--- src/rtl/ysyx_041461_lsu_pkg.sv ---
`default_nettype none
// ============================================================================
//  Module      : ysyx_041461_lsu_pkg
//  Description : Shared definitions for the MEM-stage load/store unit:
//                LSU op encodings, trap codes shared with WB, FSM state
//                enum and small op-decode helper functions.
//  Revision    : 1.0 - initial release
// ============================================================================
package ysyx_041461_lsu_pkg;

    localparam int XLEN_DEF   = 64;
    localparam int TRAP_W_DEF = 4;

    // LSU op encodings
    localparam logic [3:0] LSU_NOP = 4'd0;
    localparam logic [3:0] LSU_LB  = 4'd1;
    localparam logic [3:0] LSU_LH  = 4'd2;
    localparam logic [3:0] LSU_LW  = 4'd3;
    localparam logic [3:0] LSU_LD  = 4'd4;
    localparam logic [3:0] LSU_LBU = 4'd5;
    localparam logic [3:0] LSU_LHU = 4'd6;
    localparam logic [3:0] LSU_LWU = 4'd7;
    localparam logic [3:0] LSU_SB  = 4'd8;
    localparam logic [3:0] LSU_SH  = 4'd9;
    localparam logic [3:0] LSU_SW  = 4'd10;
    localparam logic [3:0] LSU_SD  = 4'd11;

    // Trap codes (RISC-V exception cause numbers for the misaligned cases)
    localparam logic [3:0] TRAP_NOP           = 4'd0;
    localparam logic [3:0] MEM_LOAD_MISALIGN  = 4'd4;
    localparam logic [3:0] MEM_STORE_MISALIGN = 4'd6;

    typedef enum logic [1:0] {
        ST_IDLE = 2'd0,
        ST_REQ  = 2'd1,
        ST_WAIT = 2'd2,
        ST_HOLD = 2'd3
    } lsu_state_e;

    function automatic logic lsu_is_mem(input logic [3:0] op);
        return (op >= LSU_LB) && (op <= LSU_SD);
    endfunction

    function automatic logic lsu_is_store(input logic [3:0] op);
        return (op >= LSU_SB) && (op <= LSU_SD);
    endfunction

    // log2 of the access size in bytes; non-memory ops report byte size
    function automatic logic [1:0] lsu_size(input logic [3:0] op);
        case (op)
            LSU_LH, LSU_LHU, LSU_SH: return 2'd1;
            LSU_LW, LSU_LWU, LSU_SW: return 2'd2;
            LSU_LD, LSU_SD:          return 2'd3;
            default:                 return 2'd0;
        endcase
    endfunction

    // Low address bits that must be zero for a naturally aligned access
    function automatic logic [2:0] lsu_align_mask(input logic [3:0] op);
        case (lsu_size(op))
            2'd1:    return 3'b001;
            2'd2:    return 3'b011;
            2'd3:    return 3'b111;
            default: return 3'b000;
        endcase
    endfunction

    function automatic logic lsu_misaligned(input logic [3:0] op, input logic [2:0] lo);
        return lsu_is_mem(op) && ((lo & lsu_align_mask(op)) != 3'b000);
    endfunction

endpackage
`default_nettype wire

--- src/rtl/ysyx_041461_lsu_align.sv ---
`default_nettype none
// ============================================================================
//  Module      : ysyx_041461_lsu_align
//  Description : Combinational byte-lane steering for the LSU.
//                Loads : lane = rdata >> 8*addr_lo, then sign/zero extend.
//                Stores: wdata << 8*addr_lo, size mask << addr_lo.
//  Ports       : i_op, i_addr_lo, i_wdata, i_rdata -> o_load_data,
//                o_st_wdata, o_st_wmask
//  Revision    : 1.0 - initial release
// ============================================================================
module ysyx_041461_lsu_align
    import ysyx_041461_lsu_pkg::*;
#(
    parameter int XLEN = 64
) (
    input  logic [3:0]      i_op,
    input  logic [2:0]      i_addr_lo,
    input  logic [XLEN-1:0] i_wdata,
    input  logic [XLEN-1:0] i_rdata,
    output logic [XLEN-1:0] o_load_data,
    output logic [XLEN-1:0] o_st_wdata,
    output logic [7:0]      o_st_wmask
);

    logic [5:0]      w_shift;
    logic [XLEN-1:0] w_lane;
    logic [7:0]      w_size_mask;

    always_comb begin
        w_shift = {i_addr_lo, 3'b000};
        w_lane  = i_rdata >> w_shift;

        case (i_op)
            LSU_LB:  o_load_data = {{(XLEN-8){w_lane[7]}},   w_lane[7:0]};
            LSU_LBU: o_load_data = {{(XLEN-8){1'b0}},        w_lane[7:0]};
            LSU_LH:  o_load_data = {{(XLEN-16){w_lane[15]}}, w_lane[15:0]};
            LSU_LHU: o_load_data = {{(XLEN-16){1'b0}},       w_lane[15:0]};
            LSU_LW:  o_load_data = {{(XLEN-32){w_lane[31]}}, w_lane[31:0]};
            LSU_LWU: o_load_data = {{(XLEN-32){1'b0}},       w_lane[31:0]};
            LSU_LD:  o_load_data = w_lane;
            default: o_load_data = '0;
        endcase

        case (lsu_size(i_op))
            2'd1:    w_size_mask = 8'h03;
            2'd2:    w_size_mask = 8'h0F;
            2'd3:    w_size_mask = 8'hFF;
            default: w_size_mask = 8'h01;
        endcase

        o_st_wdata = i_wdata << w_shift;
        // Byte enables are driven for every memory op; NOP gives an empty mask
        o_st_wmask = lsu_is_mem(i_op) ? (w_size_mask << i_addr_lo) : 8'h00;
    end

endmodule
`default_nettype wire

--- src/rtl/ysyx_041461_mem_lsu.sv ---
`default_nettype none
// ============================================================================
//  Module      : ysyx_041461_mem_lsu
//  Description : MEM stage of the 5-stage core. Accepts one load/store from
//                EXE, runs it on a 64-bit data bus, aligns/extends load data
//                and hands result + trap code to WB (valid/ready).
//                Config macro YSYX_041461_LSU_MISALIGN_TRAP_EN: when defined,
//                misaligned accesses trap without bus traffic; otherwise the
//                address is aligned down to the access size.
//  Ports       : clk/rst; in_* (EXE side), out_* (WB side),
//                mem_req_* / mem_resp_* (data bus)
//  Revision    : 1.0 - initial release
// ============================================================================
module ysyx_041461_mem_lsu
    import ysyx_041461_lsu_pkg::*;
#(
    parameter int XLEN   = 64,
    parameter int TRAP_W = 4
) (
    input  logic              clk,
    input  logic              rst,
    input  logic              in_valid,
    output logic              in_ready,
    input  logic [XLEN-1:0]   in_pc,
    input  logic [XLEN-1:0]   in_addr,
    input  logic [XLEN-1:0]   in_wdata,
    input  logic [3:0]        in_op,
    input  logic [4:0]        in_rd,
    input  logic [TRAP_W-1:0] in_trap,
    output logic              out_valid,
    input  logic              out_ready,
    output logic [XLEN-1:0]   out_pc,
    output logic [4:0]        out_rd,
    output logic [XLEN-1:0]   out_rdata,
    output logic [TRAP_W-1:0] out_trap,
    output logic              mem_req_valid,
    input  logic              mem_req_ready,
    output logic              mem_req_wen,
    output logic [XLEN-1:0]   mem_req_addr,
    output logic [XLEN-1:0]   mem_req_wdata,
    output logic [7:0]        mem_req_wmask,
    input  logic              mem_resp_valid,
    input  logic [XLEN-1:0]   mem_resp_rdata
);

    lsu_state_e        state_q, state_d;
    logic [XLEN-1:0]   pc_q, pc_d;
    logic [XLEN-1:0]   addr_q, addr_d;
    logic [XLEN-1:0]   wdata_q, wdata_d;
    logic [XLEN-1:0]   rdata_q, rdata_d;
    logic [3:0]        op_q, op_d;
    logic [4:0]        rd_q, rd_d;
    logic [TRAP_W-1:0] trap_q, trap_d;

    logic              w_mis_trap;
    logic [XLEN-1:0]   w_addr_eff;
    logic [TRAP_W-1:0] w_in_trap;
    logic              w_skip_bus;
    logic [XLEN-1:0]   w_load_data;

    ysyx_041461_lsu_align #(.XLEN(XLEN)) u_align (
        .i_op        (op_q),
        .i_addr_lo   (addr_q[2:0]),
        .i_wdata     (wdata_q),
        .i_rdata     (mem_resp_rdata),
        .o_load_data (w_load_data),
        .o_st_wdata  (mem_req_wdata),
        .o_st_wmask  (mem_req_wmask)
    );

    // Misalignment policy: trap, or silently align down to the access size
    always_comb begin
`ifdef YSYX_041461_LSU_MISALIGN_TRAP_EN
        w_mis_trap = lsu_misaligned(in_op, in_addr[2:0]);
        w_addr_eff = in_addr;
`else
        w_mis_trap = 1'b0;
        w_addr_eff = in_addr & ~{{(XLEN-3){1'b0}}, lsu_align_mask(in_op)};
`endif
        // Upstream trap wins over a locally detected misalignment
        if (in_trap != TRAP_W'(TRAP_NOP))
            w_in_trap = in_trap;
        else if (w_mis_trap)
            w_in_trap = lsu_is_store(in_op) ? TRAP_W'(MEM_STORE_MISALIGN)
                                            : TRAP_W'(MEM_LOAD_MISALIGN);
        else
            w_in_trap = TRAP_W'(TRAP_NOP);

        w_skip_bus = (in_trap != TRAP_W'(TRAP_NOP)) || !lsu_is_mem(in_op) || w_mis_trap;
    end

    always_comb begin
        state_d = state_q;
        pc_d    = pc_q;
        addr_d  = addr_q;
        wdata_d = wdata_q;
        rdata_d = rdata_q;
        op_d    = op_q;
        rd_d    = rd_q;
        trap_d  = trap_q;
        case (state_q)
            ST_IDLE: begin
                if (in_valid) begin
                    pc_d    = in_pc;
                    addr_d  = w_addr_eff;
                    wdata_d = in_wdata;
                    op_d    = in_op;
                    rd_d    = in_rd;
                    trap_d  = w_in_trap;
                    rdata_d = '0;
                    state_d = w_skip_bus ? ST_HOLD : ST_REQ;
                end
            end
            ST_REQ: begin
                if (mem_req_ready)
                    state_d = ST_WAIT;
            end
            ST_WAIT: begin
                // Stores complete on the same ack but return no data
                if (mem_resp_valid) begin
                    rdata_d = lsu_is_store(op_q) ? '0 : w_load_data;
                    state_d = ST_HOLD;
                end
            end
            ST_HOLD: begin
                if (out_ready)
                    state_d = ST_IDLE;
            end
            default: state_d = ST_IDLE;
        endcase
    end

    always_ff @(posedge clk) begin
        if (rst) begin
            state_q <= ST_IDLE;
            pc_q    <= '0;
            addr_q  <= '0;
            wdata_q <= '0;
            rdata_q <= '0;
            op_q    <= LSU_NOP;
            rd_q    <= '0;
            trap_q  <= TRAP_W'(TRAP_NOP);
        end else begin
            state_q <= state_d;
            pc_q    <= pc_d;
            addr_q  <= addr_d;
            wdata_q <= wdata_d;
            rdata_q <= rdata_d;
            op_q    <= op_d;
            rd_q    <= rd_d;
            trap_q  <= trap_d;
        end
    end

    assign in_ready      = (state_q == ST_IDLE);
    assign out_valid     = (state_q == ST_HOLD);
    assign mem_req_valid = (state_q == ST_REQ);
    assign mem_req_wen   = lsu_is_store(op_q);
    assign mem_req_addr  = {addr_q[XLEN-1:3], 3'b000};
    assign out_pc        = pc_q;
    assign out_rd        = rd_q;
    assign out_rdata     = rdata_q;
    assign out_trap      = trap_q;

endmodule
`default_nettype wire

--- config.mk ---
export PLATFORM = sky130hd
export DESIGN_NAME = ysyx_041461_mem_lsu
export DESIGN_NICKNAME = d
export VERILOG_FILES = /design/src/rtl/ysyx_041461_lsu_pkg.sv /design/src/rtl/ysyx_041461_lsu_align.sv /design/src/rtl/ysyx_041461_mem_lsu.sv
export SDC_FILE = /design/constraint.sdc
export NUM_CORES = 1
export LEC_CHECK = 0
export CORE_AREA = 2 2 214 216
export CTS_BUF_LIST = sky130_fd_sc_hd__clkbuf_8
export CTS_CLUSTER_DIAMETER = 150
export DETAILED_ROUTE_END_ITERATION = 10
export DIE_AREA = 0 0 216 218
export GPL_ROUTABILITY_DRIVEN = 0
export PLACE_DENSITY_LB_ADDON = 0.1
export RECOVER_POWER = 50
export SLEW_MARGIN = 20
export SYNTH_ARGS = -nofsm -noshare
export SYNTH_HDL_FRONTEND = slang
export SYNTH_SLANG_ARGS = --single-unit
--- constraint.sdc ---
create_clock -name clk -period 4.7 [get_ports clk]
set_clock_uncertainty 0.05 [all_clocks]
set_input_delay 0.94 -clock clk [delete_from_list [all_inputs] [get_ports clk]]
set_output_delay 0.94 -clock clk [all_outputs]
set_load 0.1 [all_outputs]
==> Word-level counts from Yosys, hierarchy flattened <==
Memory sizes are Yosys's and may differ from the RTL's. A register that Yosys moved wholly into a read port is not among the register bits.
Cells that the tools add are included.
{ "classes": {"bitwise": 2, "reduce_logical": 11, "magnitude_cmp": 5, "eq_ne": 20, "shift": 3, "mux": 17} }
{ "ops": {"columns": ["operator", "count"], "rows": [
  ["64-bit one-hot mux with 7 select lines", 1],
  ["64-bit 2-to-1 mux", 3],
  ["64-bit one-hot mux with 2 select lines", 1],
  ["64-bit bitwise AND", 1],
  ["3-bit inverter with 64-bit output", 1],
  ["64-bit by 6-bit << shifter with 64-bit output", 1],
  ["64-bit by 6-bit >> shifter with 64-bit output", 1],
  ["8-bit one-hot mux with 3 select lines", 1],
  ["4-bit by 3-bit equality test with 1-bit output (second input constant)", 4],
  ["2-bit equality test (second input constant)", 6],
  ["4-bit 2-to-1 mux", 3],
  ["2-bit 2-to-1 mux", 5],
  ["3-bit one-hot mux with 3 select lines", 1],
  ["4-bit by 2-bit equality test with 1-bit output (second input constant)", 2],
  ["4-bit by 1-bit >= comparator with 1-bit output (second input constant)", 2],
  ["4-bit <= comparator (second input constant)", 2],
  ["8-bit 2-to-1 mux", 1],
  ["2-bit one-hot mux with 4 select lines", 1],
  ["8-bit by 3-bit << shifter with 8-bit output", 1],
  ["2-bit by 1-bit equality test with 1-bit output (second input constant)", 3],
  ["4-bit by 1-bit equality test with 1-bit output (second input constant)", 1],
  ["4-bit >= comparator (second input constant)", 1],
  ["2-bit by 1-bit inequality test with 1-bit output (second input constant)", 2],
  ["2-bit inequality test (second input constant)", 2],
  ["other kinds (9)", 11]
]} }
{ "word_totals": {"mem_count": 2, "mem_bits_ro": 64, "in_bits": 275, "reg_bits": 271} }
{ "mem_list": {"columns": ["memory", "depth", "word_bits", "rd", "rd_ports_with_merged_regs", "write_ports", "line", "source"], "rows": [
  ["(name not given)", 16, 2, 1, 0, 0, "ysyx_041461_lsu_pkg.sv:50", "case (op)"],
  ["(name not given)", 16, 2, 1, 1, 0, "ysyx_041461_lsu_pkg.sv:50", null]
]} }

==> Longest topological paths before layout <==
{ "depth": {"word_depth": 7, "ltp_mapped": 10, "ltp_nobuf": 9} }

==> Hierarchy <==
A second synthesis with hierarchy kept.
{ "hier_totals": {"hier_cells": 1880, "hier_area_um2": 14403.8} }
{ "modules_own_cells": {"columns": ["module", "cells_per_inst", "seq_area_each_um2", "instances", "area_per_inst_um2"], "rows": [
  ["ysyx_041461_mem_lsu", 1284, 5425.2, 1, 10177.3],
  ["ysyx_041461_lsu_align", 596, 0.0, 1, 4226.6]
]} }

==> Worst setup path after synthesis <==
OpenSTA, ideal clock, no wires.
{ "synth_timing": {"path_type": "reg2out", "from": "reg addr_q[0]", "to": "out mem_req_wmask[5]", "t_arrival_ns": 3.764, "t_required_ns": 3.710, "slack_ns": -0.054, "path_buffers": 5, "path_stages_with_launch": 8, "cell_sequence": "dfxtp_1 buf_2 buf_4 buf_2 buf_2 buf_2 nor3_1 a211oi_1"} }
{ "synth_between": {"elab_chain_cells": 2} }
{ "synth_rtl": {"columns": ["element", "line", "source"], "rows": [
  ["from (decl)", "ysyx_041461_mem_lsu.sv:48", "logic [XLEN-1:0] addr_q, addr_d;"],
  ["from (signal assigned)", "ysyx_041461_mem_lsu.sv:146", "addr_q <= addr_d;"],
  ["8-bit by 3-bit << shifter with 8-bit output", "ysyx_041461_lsu_align.sv:53", "o_st_wmask = lsu_is_mem(i_op) ? (w_size_mask << i_addr_lo) : 8'h00;"],
  ["8-bit 2-to-1 mux", "ysyx_041461_lsu_align.sv:53", null],
  ["to (decl)", "ysyx_041461_mem_lsu.sv:41", "output logic [7:0] mem_req_wmask,"]
]} }
No other way between the ends.

==> Worst setup path in the final report <==
{ "layout_timing": {"from": "reg state_q[0]", "to": "reg pc_q[23] (netlist: out_pc[23])"} }
{ "layout_between": {"elab_chain_cells": 2} }
{ "layout_rtl": {"columns": ["element", "line", "source"], "rows": [
  ["from (decl)", "ysyx_041461_mem_lsu.sv:46", "lsu_state_e state_q, state_d;"],
  ["from (signal assigned)", "ysyx_041461_mem_lsu.sv:144", "state_q <= state_d;"],
  ["2-bit zero test", "ysyx_041461_mem_lsu.sv:101", "case (state_q)"],
  ["2-bit AND reduction (no source line)", null, null],
  ["to (signal assigned)", "ysyx_041461_mem_lsu.sv:145", "pc_q <= pc_d;"],
  ["to (decl)", "ysyx_041461_mem_lsu.sv:47", "logic [XLEN-1:0] pc_q, pc_d;"]
]} }
No other way between the ends.
A chain may end at the register's enable or synchronous reset.

==> impl_metrics.json <==
{
  "die_y_um": 218,
  "worstSetupPathType": "reg -> reg",
  "p_per_area_nw_per_um2": 546,
  "ctsRootBufferMaster": "clkbuf_8",
  "dr.first_iter.drc_count": 1106,
  "grt_pass1_vias": 13900,
  "vdd_drop_max_mv": 0.335,
  "grt_max_degree": 137,
  "clock_latency_ns": 0.65,
  "synth_fa_ha_area_frac": 0.00958,
  "overflow": 0,
  "ys_async_sr_fraction": 0,
  "cts_setup_buffers": 0,
  "die_w_um": 216,
  "setup_violations": 0,
  "cts_tree": "done",
  "min_path_cells": 2,
  "cp.arrival_ns": 4.51,
  "synth_warnings": 0,
  "p_leak_nw": 7.48,
  "finalHoldViolCount": 0,
  "synth_compound_area_frac": 0.208,
  "vias": 14600,
  "rsz0062_at_grt": "false",
  "synthTopCellsByArea": "dfxtp_1 (38%), nand2_1 (12%), a21oi_1 (10%), mux2i_1 (7.9%), mux4_2 (3.6%)",
  "synth_xor_area_frac": 0,
  "violations": "capacitance limit, slew limit",
  "endpoint_kind": "register",
  "antenna_left": 0,
  "reg2reg_to": "out_pc[23]",
  "portBuffers": 548,
  "syn_area_sq_um": 14400,
  "synth_flop_cell": "dfxtp_1",
  "reg2regPathDepth": 6,
  "max_freq_ghz": 0.251,
  "clk_pin_slew_ns": 0.06,
  "synth_edf_count": 0,
  "yosysTopAreaCell": "dfxtp_1",
  "synth-simple-area-share": 0.179,
  "syn_avg_cell_area_sq_um": 7.91,
  "maxCapViolCount": 2,
  "dieArea_sq_um": 47100,
  "cp.required_ns": 5.22,
  "syn_inst": 1817,
  "cts.path.max_buffers": 3,
  "fillers": 4495,
  "core_area_sq_um": 44900,
  "synth_seq_cells": 273,
  "htree_levels": 2,
  "max-slew-margin-rel": -0.395,
  "nNetsFinal": 2504,
  "antenna_found_initial": 14,
  "yosys.cell_types.count": 51,
  "cts_resized": 0,
  "routed_via_density": 5.07,
  "dp_slack_ns": 1.19,
  "cts_num_sinks": 273,
  "first_pass_iters": 5,
  "tns_ns": 0,
  "numCtsBuffers": 54,
  "drt-wirelength-per-cell_um": 20.1,
  "fin_crit_sh": 0.849,
  "rrSetupSlack_ns": 0.71,
  "dp_hpwl_um": 40800,
  "r2r_start": "state_q[0]",
  "status": "finished, violations left",
  "hp-start": "addr_q[19]",
  "min_path_type": "reg -> reg",
  "slew_viol_final": 133,
  "num_rows": 78,
  "holdPathEnd": "addr_q[19]",
  "crit_fanout": 64,
  "worst_slew_pin_slew_ns": 2.09,
  "cts_hold_buf": 0,
  "syn2layout_area_growth_pct": 44.9,
  "period_minus_slack_ns": 3.99,
  "drc_errors": 0,
  "muxShareOfSynthArea": 0.138,
  "start_util": 0.320,
  "grt_pass1_wl_um": 85800,
  "pin_count": 552,
  "synth_top_family_by_area": "compound AO/OA/AOI/OAI gates",
  "drive_above_1_share": 0.106,
  "wirelength_um": 57900,
  "yosysTopAreaCellShare": 0.380,
  "grt_usage": 0.235,
  "synth-seq-area-share": 0.380,
  "postLayoutSetupSlackWorst_ns": 0.711,
  "cp-start-kind": "register"
}
## registers in the layout, summed over array words and instances (netlist names), named ones only
| signal | count |
|---|---|
| state_q | 2 |
| out_trap | 4 |
| wdata_q | 64 |
| op_q | 4 |
| out_pc | 64 |
| out_rd | 5 |
| out_rdata | 64 |
| addr_q | 64 |
## cell type report
cell class,instances,area [sq um],area share
Timing Repair Buffer,565,5590,0.268
Sequential cell,273,5480,0.263
Inverter,18,67.6,0.00325
Antenna cell,11,27.5,0.00132
Clock inverter,27,164,0.00787
Multi-Input combinational cell,1306,7720,0.371
Tap cell,600,751,0.0361
Clock buffer,74,1020,0.0489
## per-stage QoR
stage           util  instance area [sq um]  power, mW  instances  hold WS [ns]
3_3_place_gp   0.436                  19600       8.76       2761         0.391
6_report       0.464                  20800       11.4       2874         0.399
5_1_grt        0.464                  20800       11.9       2871         0.420
2_1_floorplan      -                  14400       7.34       1819         0.384
3_5_place_dp   0.436                  19600       8.80       2761         0.394
4_1_cts        0.463                  20800       11.5       2862         0.404
## cells in the final DEF, fill, tap and decap left out, types with 33 or more instances in the layout
cell / n
buf_4: 75
dfxtp_1: 270
dlygate4sd3_1: 38
mux2i_1: 113
nand2_1: 478
clkdlybuf4s50_1: 437
nor2_1: 75
a211oi_1: 37
a21oi_1: 293
clkbuf_8: 75
inv_1: 33
## power by group
group,internal (mW),leakage (nW),switching [mW]
clock network,1.46,0.667,1.16
registers,2.64,2.23,0.310
logic,1.45,4.59,4.35
## how the worst max path moves through the flow
stage,from,endpoint,cells past startpoint
floorplan,addr_q[0],mem_req_wdata[57],7
global placement,mem_resp_rdata[55],out_rdata[30],6
detailed placement,mem_resp_rdata[55],out_rdata[46],7
CTS,addr_q[1],mem_req_wdata[53],6
global route,state_q[0],addr_q[13],6
finish,state_q[0],out_pc[23],6
## cell families (layout without fill, tap and decap cells)
family,Yosys count,count (layout)
adder cells (fa/ha/maj),11,11
buffers and inverters,240,684
AND/OR/NAND/NOR,627,627
AO/OA/AOI/OAI,500,500
multiplexers,165,165
other,1,14
flip-flops,273,273
## metal layers
layer / vias to the layer above / track usage / wire, um
li1: 7060 / - / -
met1: 6814 / 0.303 / 24500
met2: 586 / 0.360 / 26200
met3: 91 / 0.0837 / 5550
met4: 6 / 0.0870 / 1510
met5: - / 0 / 41
## Yosys cell counts (5+ instances only)
library cell  number
nand2b_1           9
nand3b_1          13
a22oi_1           26
ha_1              11
o22ai_1           25
a21oi_1          293
o31a_1             8
a221oi_1          17
dfxtp_1          273
a21boi_0           8
nand2_1          478
o221ai_1           7
nor2b_1           17
a32o_1             7
buf_4             65
inv_1             18
mux4_2            23
mux2_2            29
o21a_1             9
o31ai_1            9
and2_1            11
buf_2             34
clkbuf_1         106
o21ai_0           31
nor2_1            75
nor3_1             5
o22a_1             9
a211oi_1          40
mux2i_1          113
buf_1             13
## critical path: stages (launching register included)
cell and delay [ns]:
dfxtp_1 0.38, inv_1 0.09, ha_1 0.27, nand2_1 1.50
clkbuf_2 1.20, nand2_1 0.17, a21oi_1 0.18
Power figures use the tool's default switching activity.
